`config.mk`:
```
export PLATFORM = sky130hd
export DESIGN_NAME = interrupt_controller
export DESIGN_NICKNAME = d
export VERILOG_FILES = /design/src/rtl/interrupt_controller.sv
export SDC_FILE = /design/constraint.sdc
export NUM_CORES = 1
export LEC_CHECK = 0
export ABC_AREA = 1
export CAP_MARGIN = 5
export CORE_UTILIZATION = 43
export CTS_BUF_LIST = sky130_fd_sc_hd__clkbuf_8
export CTS_CLUSTER_DIAMETER = 120
export DETAILED_ROUTE_END_ITERATION = 8
export GPL_TIMING_DRIVEN = 0
export PLACE_DENSITY = 0.81
export SYNTH_ARGS = -nofsm -noshare
export SYNTH_HDL_FRONTEND = slang
export SYNTH_SLANG_ARGS = --single-unit
```
`constraint.sdc`:
```
create_clock -name CLK -period 1.7 [get_ports CLK]
set_clock_uncertainty 0.15 [all_clocks]
set_input_delay 0.255 -clock CLK [delete_from_list [all_inputs] [get_ports CLK]]
set_output_delay 0.255 -clock CLK [all_outputs]
set_load 0.01 [all_outputs]
```
`src/rtl/interrupt_controller.sv`:
```
// interrupt_controller: two-source interrupt controller with synchronized edge capture,
// non-maskable INT0 priority over maskable INT1, and single-level service with IE save/restore.
module interrupt_controller #(
    parameter logic [15:0] VEC0 = 16'h0004,
    parameter logic [15:0] VEC1 = 16'h0008
) (
    input  logic        CLK,
    input  logic        RESET,
    input  logic        INT0,
    input  logic        INT1,
    input  logic        EI,
    input  logic        DI,
    input  logic        RETI,
    input  logic        INT_ACK,
    output logic        INT_REQ,
    output logic [15:0] INT_VECTOR,
    output logic        INT_ACTIVE,
    output logic        INT_SRC,
    output logic        IE
);
    typedef enum logic {IDLE, SERVICE} state_t;
    state_t state;
    logic [1:0] sync1, sync2, prev, pend, rise, clr;
    logic ie_saved, take;
    assign rise = sync2 & ~prev;
    assign INT_REQ = state == IDLE && (pend[0] || (pend[1] && IE));
    assign INT_VECTOR = pend[0] ? VEC0 : (pend[1] && IE) ? VEC1 : 16'h0000;
    assign INT_ACTIVE = state == SERVICE;
    assign take = INT_ACK && INT_REQ;
    // A fresh edge on the acknowledged source re-sets its pending bit in the same cycle
    assign clr = take ? (pend[0] ? 2'b01 : 2'b10) : 2'b00;
    always_ff @(posedge CLK) begin
        if (RESET) begin
            state    <= IDLE;
            sync1    <= 2'b00;
            sync2    <= 2'b00;
            prev     <= 2'b00;
            pend     <= 2'b00;
            IE       <= 1'b0;
            ie_saved <= 1'b0;
            INT_SRC  <= 1'b0;
        end else begin
            sync1 <= {INT1, INT0};
            sync2 <= sync1;
            prev  <= sync2;
            pend  <= (pend & ~clr) | rise;
            if (take) begin
                state    <= SERVICE;
                INT_SRC  <= ~pend[0];
                ie_saved <= IE;
                IE       <= 1'b0;
            end else if (RETI && state == SERVICE) begin
                state <= IDLE;
                IE    <= ie_saved;
            end else if (DI) begin
                IE <= 1'b0;
            end else if (EI) begin
                IE <= 1'b1;
            end
        end
    end
endmodule

```
* After elaboration in Yosys (flattened, before gate mapping)
Cells that the tools add are included.
Operators by class: bitwise gates (word level) 7, mux-type cells 9, reduce and logical (&&, ||, !) cells 8
Operators with widths (count):
- $mux W4 | 2
- $mux W1 | 5
- $and A2 B2 Y2 | 2
- $logic_and A1 B1 Y1 | 4
- $mux W2 | 2
- $not A2 Y2 | 2
- $reduce_bool A3 Y1 | 1
- $not A1 Y1 | 2
- $or A2 B2 Y2 | 1
- $reduce_bool A2 Y1 | 1
- $reduce_or A2 Y1 | 1
- $logic_or A1 B1 Y1 | 1
Storage, ports and cells: input port bits 8, flip-flop bits (word level) 12, word-level logic and storage cells 32, output and inout bits 20

* Depth between registers and ports, before layout
depth in word-level cells 8, mapped depth 5, gate-level depth less buffers 5

* Worst setup path after synthesis
No wires, ideal clock.
path kind register to output, start register IE, end output port INT_REQ, arrival time 0.702 ns, path buffers 0, stages on the path, launching flop included 5, path slack 0.593 ns, cells stage by stage dfxtp_1 -> nand2_2 -> nand2_2 -> nand2_1 -> inv_1
On the way: cells in the longest elaborated chain, start to end 3
Ends and longest elaborated chain:
- from (decl) | line 19 | output logic IE
- from (signal assigned) | line 54 | IE <= ie_saved;
- $logic_and A1 B1 Y1 | line 26 | assign INT_REQ = state == IDLE && (pend[0] || (pend[1] && IE));
- $logic_or A1 B1 Y1 | line 26
- $logic_and A1 B1 Y1 | line 26
- to (decl) | line 15 | output logic INT_REQ,
No other way between the ends.

* Worst setup path in the final report
start register pend[0], end output port INT_VECTOR[2]
On the way: cells in the longest elaborated chain, start to end 1
Ends and longest elaborated chain:
- from (decl) | line 23 | logic [1:0] sync1, sync2, prev, pend, rise, clr;
- from (signal assigned) | line 46 | pend <= (pend & ~clr) | rise;
- $mux W4 | line 27 | assign INT_VECTOR = pend[0] ? VEC0 : (pend[1] && IE) ? VEC1 : 16'h0000;
- to (decl) | line 16 | output logic [15:0] INT_VECTOR,
No other way between the ends.

==> results.sh <==
export IMPL_io_pins=28
export IMPL_internal_power_w=0.000552
export IMPL_max_cap_violations=0
export IMPL_syn_inst=73
export IMPL_finalWeightedCongestion=0.673
export IMPL_seq_area_frac_synth=0.426
export IMPL_synth_top_cells_by_area="sky130_fd_sc_hd__dfxtp_1 43%, sky130_fd_sc_hd__buf_4 20%, sky130_fd_sc_hd__inv_1 8.0%"
export IMPL_core_rowCount=12
export IMPL_timing_fmax_mhz=613
export IMPL_switching_share=0.214
export IMPL_design_final_nets=111
export IMPL_final_period_utilization=0.960
export IMPL_antenna_cells_inserted=0
export IMPL_antenna_found_initial=0
export IMPL_synth_avg_cell_area_sq_um=7.73
export IMPL_grt_remaining_overflow=0
export IMPL_core_sq_um=1160
export IMPL_final_cell_count_no_fill=116
export IMPL_vdd_drop_max_v=0.000691
export IMPL_critical_path_class="flip-flop to output pin"
export IMPL_hold_path_startpoint="RESET"
export IMPL_fp_dieArea_sq_um=1460
export IMPL_die_h_um=38.2
export IMPL_number_of_enable_flip_flop_cells_after_synthesis=0
export IMPL_ys_warnings_count=0
export IMPL_htree_num_levels=1
export IMPL_cts_buffer_depth=2
export IMPL_final_layout_size_suffix_gt1_frac=0.275
export IMPL_post_synth_top_area_cell="sky130_fd_sc_hd__dfxtp_1"
export IMPL_placement_cell_area_sq_um=751
export IMPL_first_pass_iters=4
export IMPL_portBuffers=12
export IMPL_ctsRootBufferMaster="sky130_fd_sc_hd__clkbuf_8"
export IMPL_final_min_clock_period_ns=1.63
export IMPL_seq_power_share=0.430
export IMPL_grt_pass1_vias=394
export IMPL_numCtsBuffers=3
export IMPL_critical_path_slowest_cell="sky130_fd_sc_hd__clkdlybuf4s50_1"
export IMPL_finish_stage_setup_viols=0
export IMPL_synth_most_common_cell="sky130_fd_sc_hd__buf_4"
export IMPL_synth_lib_cells_used_distinct=17
export IMPL_cp_buffers_inverters=2
export IMPL_clk_latency_ns=0.23
export IMPL_number_of_violations_reported_at_the_end_of_detailed_routing_iteration_0=10
export IMPL_netlist_top_cells_count="15 x sky130_fd_sc_hd__buf_4, 12 x sky130_fd_sc_hd__dfxtp_1, 12 x sky130_fd_sc_hd__inv_1"
export IMPL_synth_largest_type_area_fraction=0.426
export IMPL_data_required_time_at_the_worst_endpoint_ns=1.29
export IMPL_timing_critical_path_from_type="flip-flop"
export IMPL_postSynthRegisterBits=12
export IMPL_rsz_0062_raised_after_global_routing="false"
export IMPL_groute_usage_overall=0.160
export IMPL_vias_per_cell=4.05
export IMPL_async_reset_ff_frac=0
export IMPL_switching_power_w=0.000150
export IMPL_status="completed"
export IMPL_critical_path_start="pend[0]$_SDFF_PP0_"
export IMPL_cts_sinks=12
export IMPL_wirelength_um=990
export IMPL_stdcell_area_sq_um=811
export IMPL_multi_input_area_sq_um=203
export IMPL_hpwlAfterDp_um=765
export IMPL_cts_tree="built"
export IMPL_finalHoldViolations=0
export IMPL_comb_power_share=0.141
export IMPL_critical_path_cell_sequence="buf_4 -> clkdlybuf4s50_1"
export IMPL_fill_cells=115
export IMPL_maxSlewViolCount=0
export IMPL_ant_nets=0
export IMPL_area_growth_synth_to_final_pct=43.7
export IMPL_global_route_wire_length_before_repair_mm=1.55
export IMPL_hold_path_class="primary input to flip-flop"
export IMPL_register_area_sq_um=244
export IMPL_route_detailed_drc=0
export IMPL_arrival_ns=1.23
export IMPL_crit_path_max_incr_delay_ns=0.51
export IMPL_tns_ns=0
export IMPL_die_width_um=38.2
export IMPL_detail_route_wl_per_cell_um=8.53
export IMPL_via_count=470
export IMPL_dp_cells=112
export IMPL_synth_area_sq_um=564
export IMPL_crit_path_end_kind="output pin"
export IMPL_start_util=0.488
export IMPL_static_leakage_power_nw=0.446
export IMPL_power_per_cell_area_nw_per_um2=866
export IMPL_worst_r2r_startpoint="IE$_SDFFE_PP0P_"
export IMPL_cts_clk_slew_worst_paths_ns=0.05
export IMPL_cp_top_family="buffers and inverters"
export IMPL_worstPathMaxFanout=5
export IMPL_grt_max_degree=10
export IMPL_share_clk_of_total_power=0.429
export IMPL_postSynth_topFlopCell="sky130_fd_sc_hd__dfxtp_1"
-- through the flow --
stage	util	hold slack (ns)	worst slack, ns	power [W]
finish	0.701	0.147	0.0675	0.000702
global route	0.701	0.165	0.0159	0.000736
CTS	0.699	0.142	0.00522	0.000713
detailed placement	0.649	0.247	0.133	0.000405
global placement	0.649	0.240	0.134	0.000402
floorplan	-	0.212	0.593	0.000372
-- cell type report --
| cell class | count | share of cell area |
|---|---|---|
| sequential | 12 | 0.301 |
| multi-input combinational | 44 | 0.250 |
| timing repair buffer | 12 | 0.150 |
| buffer | 16 | 0.145 |
| clock buffer | 4 | 0.0679 |
| inverter | 14 | 0.0648 |
| tap | 14 | 0.0216 |
-- metal layers --
metal	part of all wire	track usage	vias to the layer above
li1	-	-	245
met1	0.38	0.150	203
met4	0.0061	0.0804	0
met2	0.53	0.309	20
met3	0.091	0.0407	2
met5	0	0	-
-- repair_timing --
| action | 4_1_cts | 5_1_grt |
|---|---|---|
| pin swaps | 0 | 0 |
| setup endpoints to repair | 3 | 1 |
| hold buffers | 0 | 0 |
| gates resized for setup | 4 | 1 |
| setup buffers | 0 | 0 |
-- flip-flops by register name, indices dropped and copies added, names as in the netlist --
signal      count
pend            2
sync2           2
IE              1
ie_saved        1
INT_ACTIVE      1
prev            2
sync1           2
INT_SRC         1
-- layout by cell type (no fill, tap or decap), drive strengths merged --
cell type / count
nand4: 2
dfxtp: 12
buf: 16
nand2: 9
clkdlybuf4s50: 10
dlygate4sd2: 1
nor2: 9
o21ai: 2
inv: 14
nand3: 3
a21oi: 3
dlymetal6s2s: 1
conb: 14
and3: 1
or2: 1
clkbuf: 4
-- path summary, 6_finish.rpt --
path	end	slack [ns]	depth (start not counted)
min	sync2[0]$_SDFF_PP0_	0.15	2
max reg2reg	IE$_SDFFE_PP0P_	0.67	4
max	INT_VECTOR[2]	0.07	2
min reg2reg	sync2[0]$_SDFF_PP0_	0.25	2
-- power groups by stage --
stage               Clock [W]  Sequential [W]  Combinational, W
finish               0.000301        0.000302         0.0000986
global route         0.000324        0.000303          0.000109
CTS                  0.000314        0.000302         0.0000977
detailed placement          0        0.000307         0.0000983
global placement            0        0.000306         0.0000959
floorplan                   0        0.000307         0.0000658
-- cells by family after synthesis --
kind of cell | count (synthesis) | synth area share
AOI/OAI and AO/OA | 5 | 0.0443
DFF | 12 | 0.426
buffers and inverters | 30 | 0.302
and+or+nand+nor | 25 | 0.222
other | 1 | 0.00665
-- worst reg2reg max path: stages, from the launching register on --
cell,delay (ns)
sky130_fd_sc_hd__dfxtp_2,0.35
sky130_fd_sc_hd__nand2_2,0.07
sky130_fd_sc_hd__nand2_2,0.09
sky130_fd_sc_hd__nand3_4,0.09
sky130_fd_sc_hd__and3_1,0.17
No activity file was read; power rests on OpenSTA's default activity.
